$ cat config.mk
export PLATFORM = sky130hd
export DESIGN_NAME = led_band_mem_ctrl
export DESIGN_NICKNAME = d
export VERILOG_FILES = /design/src/rtl/led_band_mem_ctrl.sv
export SDC_FILE = /design/constraint.sdc
export NUM_CORES = 1
export LEC_CHECK = 0
export BUFFER_PORTS_ARGS = -buffer_cell sky130_fd_sc_hd__buf_2
export CAP_MARGIN = 30
export CORE_MARGIN = 8
export CORE_UTILIZATION = 47
export CTS_CLUSTER_DIAMETER = 40
export DETAILED_ROUTE_END_ITERATION = 6
export GPL_ROUTABILITY_DRIVEN = 0
export HOLD_SLACK_MARGIN = 0.02
export PLACE_DENSITY = 0.76
export SETUP_SLACK_MARGIN = 0.02
export SLEW_MARGIN = 25
export SYNTH_ARGS = -nofsm -noshare
export SYNTH_HDL_FRONTEND = slang
export SYNTH_SLANG_ARGS = --single-unit
$ cat constraint.sdc
create_clock -name clk -period 3.5 [get_ports clk]
set_input_delay 0.175 -clock clk [delete_from_list [all_inputs] [get_ports clk]]
set_output_delay 0.175 -clock clk [all_outputs]
set_load 0.01 [all_outputs]
$ cat src/rtl/led_band_mem_ctrl.sv
// led_band_mem_ctrl: packs a pixel byte stream into 128-bit words for one memory
// bank while streaming per-column bytes out of the other bank; the banks are
// ping-ponged at frame boundaries.
// Optional macro LED_MEM_CTRL_STATS_EN adds the drop_cnt statistics output.
module led_band_mem_ctrl #(
    parameter int unsigned W_ADDR_WIDTH     = 11,
    parameter int unsigned R_ADDR_WIDTH     = 15,
    parameter int unsigned BYTES_PER_COLUMN = 48,
    parameter int unsigned COLUMNS          = 128,
    parameter int unsigned COL_WIDTH        = 7
) (
    input  logic                    clk,
    input  logic                    nrst,
    input  logic [7:0]              in_data,
    input  logic                    in_valid,
    input  logic                    in_sof,
    output logic                    in_ready,
    output logic [W_ADDR_WIDTH-1:0] mem_w_addr,
    output logic [127:0]            mem_w_data,
    output logic                    mem_w_enable,
    output logic [R_ADDR_WIDTH-1:0] mem_r_addr,
    output logic                    mem_r_enable,
    input  logic [7:0]              mem_r_data,
    input  logic                    col_start,
    input  logic [COL_WIDTH-1:0]    col_idx,
    output logic [7:0]              out_data,
    output logic                    out_valid,
    output logic                    col_busy,
`ifdef LED_MEM_CTRL_STATS_EN
    output logic [15:0]             drop_cnt,
`endif
    output logic                    frame_swapped
);

    localparam int unsigned FRAME_BYTES = BYTES_PER_COLUMN * COLUMNS;
    localparam int unsigned FRAME_WORDS = FRAME_BYTES / 16;
    localparam int unsigned WC_W        = W_ADDR_WIDTH - 1;
    localparam int unsigned RB_W        = R_ADDR_WIDTH - 1;
    localparam int unsigned CNT_W       = $clog2(BYTES_PER_COLUMN + 1);

    typedef enum logic {
        ST_IDLE,
        ST_READ
    } state_e;

    state_e                  state_q, state_d;
    logic [3:0]              byte_cnt_q, byte_cnt_d;
    logic [WC_W-1:0]         word_cnt_q, word_cnt_d;
    logic [127:0]            pack_q, pack_d;
    logic                    wbank_q, wbank_d;
    logic                    rbank_q, rbank_d;
    logic                    swap_pending_q, swap_pending_d;
    logic                    in_ready_q, in_ready_d;
    logic [W_ADDR_WIDTH-1:0] mem_w_addr_q, mem_w_addr_d;
    logic [127:0]            mem_w_data_q, mem_w_data_d;
    logic                    mem_w_enable_q, mem_w_enable_d;
    logic [R_ADDR_WIDTH-1:0] mem_r_addr_q, mem_r_addr_d;
    logic                    mem_r_enable_q, mem_r_enable_d;
    logic                    out_valid_q, out_valid_d;
    logic                    col_busy_q, col_busy_d;
    logic                    frame_swapped_q, frame_swapped_d;
    logic [RB_W-1:0]         base_q, base_d;
    logic [CNT_W-1:0]        rd_cnt_q, rd_cnt_d;

    logic                    accept;
    logic                    swap;
    logic                    col_ok;

    assign accept = in_valid && in_ready_q;
    assign swap   = swap_pending_q && !col_busy_q;
    assign col_ok = ({1'b0, col_idx} < (COL_WIDTH + 1)'(COLUMNS));

    // Next-state for the write packer, bank swap and column read FSM
    always_comb begin
        state_d         = state_q;
        byte_cnt_d      = byte_cnt_q;
        word_cnt_d      = word_cnt_q;
        pack_d          = pack_q;
        wbank_d         = wbank_q;
        rbank_d         = rbank_q;
        swap_pending_d  = swap_pending_q;
        in_ready_d      = in_ready_q;
        mem_w_addr_d    = mem_w_addr_q;
        mem_w_data_d    = mem_w_data_q;
        mem_w_enable_d  = 1'b0;
        mem_r_addr_d    = mem_r_addr_q;
        mem_r_enable_d  = 1'b0;
        out_valid_d     = mem_r_enable_q;
        col_busy_d      = col_busy_q;
        frame_swapped_d = 1'b0;
        base_d          = base_q;
        rd_cnt_d        = rd_cnt_q;

        if (accept) begin
            if (in_sof) begin
                // start of frame restarts packing; any partial word is dropped
                pack_d[7:0] = in_data;
                byte_cnt_d  = 4'd1;
                word_cnt_d  = '0;
            end else begin
                pack_d[{byte_cnt_q, 3'b000} +: 8] = in_data;
                if (byte_cnt_q == 4'd15) begin
                    mem_w_enable_d = 1'b1;
                    mem_w_addr_d   = {wbank_q, word_cnt_q};
                    mem_w_data_d   = pack_d;
                    byte_cnt_d     = 4'd0;
                    word_cnt_d     = word_cnt_q + WC_W'(1);
                    // last word of the frame: stall input until the banks swap
                    if (word_cnt_q == WC_W'(FRAME_WORDS - 1)) begin
                        swap_pending_d = 1'b1;
                        in_ready_d     = 1'b0;
                    end
                end else begin
                    byte_cnt_d = byte_cnt_q + 4'd1;
                end
            end
        end

        if (swap) begin
            wbank_d         = ~wbank_q;
            rbank_d         = ~rbank_q;
            frame_swapped_d = 1'b1;
            swap_pending_d  = 1'b0;
            word_cnt_d      = '0;
            in_ready_d      = 1'b1;
        end

        unique case (state_q)
            ST_IDLE: begin
                // first read goes out immediately, using the post-swap read bank
                if (col_start && col_ok) begin
                    state_d        = ST_READ;
                    col_busy_d     = 1'b1;
                    base_d         = RB_W'(col_idx) * RB_W'(BYTES_PER_COLUMN);
                    mem_r_enable_d = 1'b1;
                    mem_r_addr_d   = {rbank_d, base_d};
                    rd_cnt_d       = CNT_W'(1);
                end
            end
            ST_READ: begin
                if (rd_cnt_q != CNT_W'(BYTES_PER_COLUMN)) begin
                    mem_r_enable_d = 1'b1;
                    mem_r_addr_d   = {rbank_q, base_q + RB_W'(rd_cnt_q)};
                    rd_cnt_d       = rd_cnt_q + CNT_W'(1);
                end else if (!mem_r_enable_q) begin
                    // last byte is on out_data this cycle
                    state_d    = ST_IDLE;
                    col_busy_d = 1'b0;
                end
            end
            default: state_d = ST_IDLE;
        endcase
    end

    // State and output registers
    always_ff @(posedge clk or negedge nrst) begin
        if (!nrst) begin
            state_q         <= ST_IDLE;
            byte_cnt_q      <= '0;
            word_cnt_q      <= '0;
            pack_q          <= '0;
            wbank_q         <= 1'b0;
            rbank_q         <= 1'b1;
            swap_pending_q  <= 1'b0;
            in_ready_q      <= 1'b1;
            mem_w_addr_q    <= '0;
            mem_w_data_q    <= '0;
            mem_w_enable_q  <= 1'b0;
            mem_r_addr_q    <= '0;
            mem_r_enable_q  <= 1'b0;
            out_valid_q     <= 1'b0;
            col_busy_q      <= 1'b0;
            frame_swapped_q <= 1'b0;
            base_q          <= '0;
            rd_cnt_q        <= '0;
        end else begin
            state_q         <= state_d;
            byte_cnt_q      <= byte_cnt_d;
            word_cnt_q      <= word_cnt_d;
            pack_q          <= pack_d;
            wbank_q         <= wbank_d;
            rbank_q         <= rbank_d;
            swap_pending_q  <= swap_pending_d;
            in_ready_q      <= in_ready_d;
            mem_w_addr_q    <= mem_w_addr_d;
            mem_w_data_q    <= mem_w_data_d;
            mem_w_enable_q  <= mem_w_enable_d;
            mem_r_addr_q    <= mem_r_addr_d;
            mem_r_enable_q  <= mem_r_enable_d;
            out_valid_q     <= out_valid_d;
            col_busy_q      <= col_busy_d;
            frame_swapped_q <= frame_swapped_d;
            base_q          <= base_d;
            rd_cnt_q        <= rd_cnt_d;
        end
    end

`ifdef LED_MEM_CTRL_STATS_EN
    logic [15:0] drop_cnt_q, drop_cnt_d;
    logic [1:0]  drop_inc;

    // Saturating count of ignored column triggers and discarded partial words
    always_comb begin
        drop_inc   = 2'd0;
        drop_cnt_d = drop_cnt_q;
        if (col_start && (col_busy_q || !col_ok)) begin
            drop_inc = drop_inc + 2'd1;
        end
        if (accept && in_sof && (byte_cnt_q != 4'd0)) begin
            drop_inc = drop_inc + 2'd1;
        end
        if (({1'b0, drop_cnt_q} + 17'(drop_inc)) > 17'h0FFFF) begin
            drop_cnt_d = 16'hFFFF;
        end else begin
            drop_cnt_d = drop_cnt_q + 16'(drop_inc);
        end
    end

    // Drop counter register
    always_ff @(posedge clk or negedge nrst) begin
        if (!nrst) begin
            drop_cnt_q <= '0;
        end else begin
            drop_cnt_q <= drop_cnt_d;
        end
    end

    assign drop_cnt = drop_cnt_q;
`endif

    assign in_ready      = in_ready_q;
    assign mem_w_addr    = mem_w_addr_q;
    assign mem_w_data    = mem_w_data_q;
    assign mem_w_enable  = mem_w_enable_q;
    assign mem_r_addr    = mem_r_addr_q;
    assign mem_r_enable  = mem_r_enable_q;
    assign out_valid     = out_valid_q;
    assign col_busy      = col_busy_q;
    assign frame_swapped = frame_swapped_q;
    // read data arrives one cycle after the strobe, aligned with out_valid
    assign out_data      = out_valid_q ? mem_r_data : 8'h00;

endmodule
== Yosys cells after proc, flatten, opt, wreduce, memory -nomap -nowiden ==
Cells that the tools add are included.
Storage, ports and cells
  bits in registers: 321
  input bits: 28
  output and inout port bits: 168
  logic and storage cells: 93
Cells by class
  $add $sub $neg: 5
  multiply operators: 1
  equality and inequality tests: 8
  shift-type cells: 2
  multiplexer cells: 40
  bitwise gates (word level): 4
  reduce and logical (&&, ||, !) cells: 14
Operators with widths (number)
  128-bit bitwise mux: 1
  8-bit by 9-bit variable shift with 128-bit output (first input constant): 1
  8-bit by 9-bit indexed part select with 128-bit output: 1
  10-bit 2-to-1 mux: 4
  15-bit 2-to-1 mux: 2
  15-bit case mux with 2 select lines: 1
  1-bit 2-to-1 mux: 22
  8-bit 2-to-1 mux: 2
  13-bit by 6-bit adder with 14-bit output: 1
  6-bit 2-to-1 mux: 2
  6-bit case mux with 2 select lines: 1
  10-bit by 1-bit adder with 10-bit output (second input constant): 1
  10-bit by 9-bit equality test with 1-bit output (second input constant): 1
  7-bit by 2-bit multiplier with 9-bit output (second input constant): 1
  7-bit negator with 9-bit output: 1
  4-bit 2-to-1 mux: 2
  2-bit AND reduction: 4
  6-bit by 1-bit adder with 6-bit output (second input constant): 1
  2-bit inequality test (second input constant): 3
  6-bit inequality test (second input constant): 1
  1-bit case mux with 2 select lines: 3
  3-bit AND reduction: 2
  2-bit nonzero test: 3
  4-bit by 1-bit adder with 4-bit output (second input constant): 1
  other kinds (7): 12

== Longest topological paths before layout ==
  depth after elaboration: 6
  depth in mapped cells: 11
  mapped depth without buffers: 7

== Least setup slack after synthesis ==
OpenSTA, ideal clock, no wires.
  path kind: flip-flop to flip-flop
  start: reg byte_cnt_q[0]
  end: reg pack_q[100]
  library setup time: 0.125 ns
  data arrival time: 2.573 ns
  data required time: 3.375 ns
  path slack: 0.801 ns
  cell stages (with the launch flop): 12
  buffers on the path: 5
  period minus slack after synthesis: 2.699 ns
  cells stage by stage: dfrtp_1 -> buf_4 -> inv_2 -> buf_2 -> ha_1 -> buf_2 -> nor2_4 -> o211ai_1 -> buf_4 -> or2_1 -> buf_6 -> mux2_4
On the way
  cells in the longest elaborated chain, start to end: 3
  elaborated cells on any way between the ends: 4
  those cells by class: add/sub (1); shift (2); mux (1)
Ends and longest elaborated chain
  from (decl): RTL line 47  | logic [3:0] byte_cnt_q, byte_cnt_d;
  from (signal assigned): RTL line 178  | byte_cnt_q <= byte_cnt_d;
  7-bit negator with 9-bit output (*): RTL line 101  | pack_d[{byte_cnt_q, 3'b000} +: 8] = in_data;
  8-bit by 9-bit indexed part select with 128-bit output / 8-bit by 9-bit variable shift with 128-bit output (equally long branches): RTL line 101
  128-bit bitwise mux (*): RTL line 101
  to (signal assigned): RTL line 180  | pack_q <= pack_d;
  to (decl): RTL line 49  | logic [127:0] pack_q, pack_d;
Mark *: on every way between the ends. The rest lies on a longest branch, timed or not.
A chain may end at the register's enable or synchronous reset.

== Worst setup path in the final report ==
  start: reg byte_cnt_q[1]
  end: reg pack_q[122]
The elaborated chain is that of the path after synthesis.

==> results.md <==
- Status: finished, final reports clean
- Internal: 8280 uW
- Drc violations: 0
- Worst setup path class: reg2reg
- Post-Syn Area: 14600 um2
- Final wirelength: 36.5 mm
- Req. time, crit path: 3.91 ns
- All-Layer GR Usage: 19.6%
- Clock slew at reported path FFs: 0.06 ns
- Tcrit/Tclk final: 78.3%
- Sequential element share of the synthesized area: a little over half
- HP Class: in2reg
- Bufs on Longest Clock Path: 3
- Switching pwr: 3340 uW
- Leakage power: 0.00894 uW
- Pwr/cell area: 662 nW/um2
- First-pass GRT wire length: 58.5 mm
- Slew Viols, Final: 0
- DR vias/cell: 5.48
- Crit path time final: around 2.7 ns
- Worst VDD drop: 0.526 mV
- Flop pwr share: between 40% and 50%
- ANT nets after route: 0
- Wire per inst: 18.6 um
- IO Pins: between 150 and 200
- Reg2reg setup slack: roughly 0.76 ns
- DP HPWL: around 25 mm
- Layout cells sized above 1: around 30%
- Primary FF master, synth: dfrtp_1
- Cts hold-fix bufs: 4
- Initial antenna violation count: 0
- I/O Buffers: 195
- Crit-path max FO: 27
- Max-cap violations: 0
- Rel. slew slack: between 40% and 50%
- Logic gate share of total power: 17.6%
- Area growth, synth to finish: 20.1%
- Cts repair resizes: 0
- Yosys warns: 0
- Setup violations, final: 0
- Fillers: 2561
- Core area: 30600 um2
- Vias in the first global route: 10.9k
- Die X: 192 um
- Worst EP arrival: 3.15 ns
- Place WS: 0.805 ns
- Setup ws final: 0.759 ns
- Antenna Cells: 0
- Most frequent cells in the layout: 326 x nand2_1, 319 x dfrtp_1, 194 x buf_2, 100 x mux2_2, 81 x o21ai_0
- Fmax: 0.365 GHz
- Least-Margin Pin Slew: 0.847 ns
- Die area: 37000 um2
- Fin Hold WS: 0.0907 ns
- Unrepaired setup endpoints after global routing: no
- Net Count, Synth: 1391
- Post-layout util: 57.4%
- Initial DRC Count: 670
- Setup TNS: 0 ns
- Initial Util: a little under half
- # rows: 64
- Nets: 1577
- Post-Synthesis Mean Instance Area: between 10 and 15 um2
- Final Hold Viols: 0
- Post-synth EDFFs: 0
- Crit end category: register
- Seq cells post-synth: ~320
- Count of different cell masters after synthesis: 86
- Die height: 192 um
- DR pass1 iterations: 5
- Pwr Total: about 12000 uW
- Syn Inst Count: 1344
- Startpoint Class: register
- Skew final: roughly 0.033 ns
- Post-synth ARST share: 100%
- Worst-skew pair later-pin latency: ~0.55 ns
- Clock power share: 40.3%
- Root Buffer Master: clkbuf_16
- CTS tree: yes
- GRT overflow: 0
- DR vias: 10.8k
- Clock sink total: ~320
- Largest net degree at the start of global routing: 126
- Number of CTS-inserted buffers: 42
- Sw Ratio: between 20 and 30%
- Number of setup buffers added after CTS: 0
- Number of H-tree levels: 2
- Commonest non-fill, non-tap cell in the layout: nand2_1
## path summary, 6_finish.rpt
| kind | from | to | cells past startpoint |
|---|---|---|---|
| worst max-delay path | byte_cnt_q[1]$_DFFE_PN0P_ | pack_q[122]$_DFFE_PN0P_ | 6 |
| worst min-delay path | col_idx[1] | base_q[5]$_DFFE_PN0P_ | 4 |
| worst max register to register | byte_cnt_q[1]$_DFFE_PN0P_ | pack_q[122]$_DFFE_PN0P_ | 6 |
| worst min register to register | mem_r_enable$_DFF_PN0_ | out_valid$_DFF_PN0_ | 0 |
| max in group asynchronous | nrst | in_ready$_DFFE_PN1P_ | 3 |
| min in group asynchronous | nrst | mem_w_data[54]$_DFFE_PN0P_ | 2 |
## stage by stage
stage               instance area [um2]  instances
global route                      17600       1960
finish                            17600       1960
CTS                               17600       1960
floorplan                         14600       1344
detailed placement                16000       1878
global placement                  16000       1878
## cell families (layout without fill, tap and decap cells)
group                    after synthesis  in the layout  synth area share [%]
flip-flops                           321            321                  54.9
AND/OR/NAND/NOR                      522            522                  17.3
buffers and inverters                111            331                  3.44
XOR/XNOR                              11             11                 0.659
adder cells (fa/ha/maj)               19             19                  1.73
AO/OA/AOI/OAI                        197            197                  9.36
multiplexers                         163            163                  12.6
## metal layers
layer,wire (um),up-vias,track usage (%)
li1,-,5049,-
met1,15400,5325,25.2
met2,17700,311,32.5
met3,2470,65,4.16
met4,940,0,6.55
met5,0,-,0
## state kept, by name, indices dropped and copies added (netlist names), 4 cells and up
signal,count
mem_w_addr,11
byte_cnt_q,4
mem_r_addr,15
mem_w_data,128
base_q,9
word_cnt_q,10
pack_q,128
rd_cnt_q,6
## worst max-delay path, cell delays in order, from the launching register on
cell      delay, ns
dfrtp_1        0.37
inv_1          0.12
ha_1           0.61
nand2b_4       0.17
o21ai_4        0.61
nand4_2        0.37
mux2_2         0.37
## area by class of cell
class | instances | area [um2] | share of cell area (%)
timing repair buffer | 222 | 1250 | 7.11
sequential | 321 | 8040 | 45.8
tap | 396 | 495 | 2.82
clock inverter | 31 | 477 | 2.71
multi-input combinational | 912 | 6100 | 34.7
inverter | 31 | 118 | 0.670
clock buffer | 47 | 1090 | 6.21
## power by group through the flow
| stage | Sequential (uW) | Clock (uW) | Combinational (uW) |
|---|---|---|---|
| 2_1_floorplan | 4880 | 0 | 1330 |
| 3_3_place_gp | 4900 | 0 | 1970 |
| 3_5_place_dp | 4940 | 0 | 2040 |
| 4_1_cts | 4880 | 4760 | 2060 |
| 5_1_grt | 4970 | 4930 | 2260 |
| 6_report | 4890 | 4690 | 2040 |
## synthesized netlist by cell type, drive strengths merged (12+ instances only)
library cell | number | share of area [%]
nand3 | 46 | 1.9
clkbuf | 44 | 1.1
and3 | 12 | 0.51
nor3 | 17 | 0.58
a31oi | 18 | 0.77
a21oi | 18 | 0.92
a311o | 16 | 1.1
and2 | 16 | 0.70
mux2i | 43 | 2.9
mux2 | 120 | 9.6
dfrtp | 319 | 55
nand4 | 20 | 1.1
nor2 | 35 | 1.0
o21ai | 86 | 3.1
ha | 17 | 1.5
inv | 28 | 0.72
buf | 36 | 1.5
nor3b | 14 | 1.1
nand2 | 327 | 8.4
o211ai | 14 | 0.75
No activity file was read; power rests on OpenSTA's default activity.
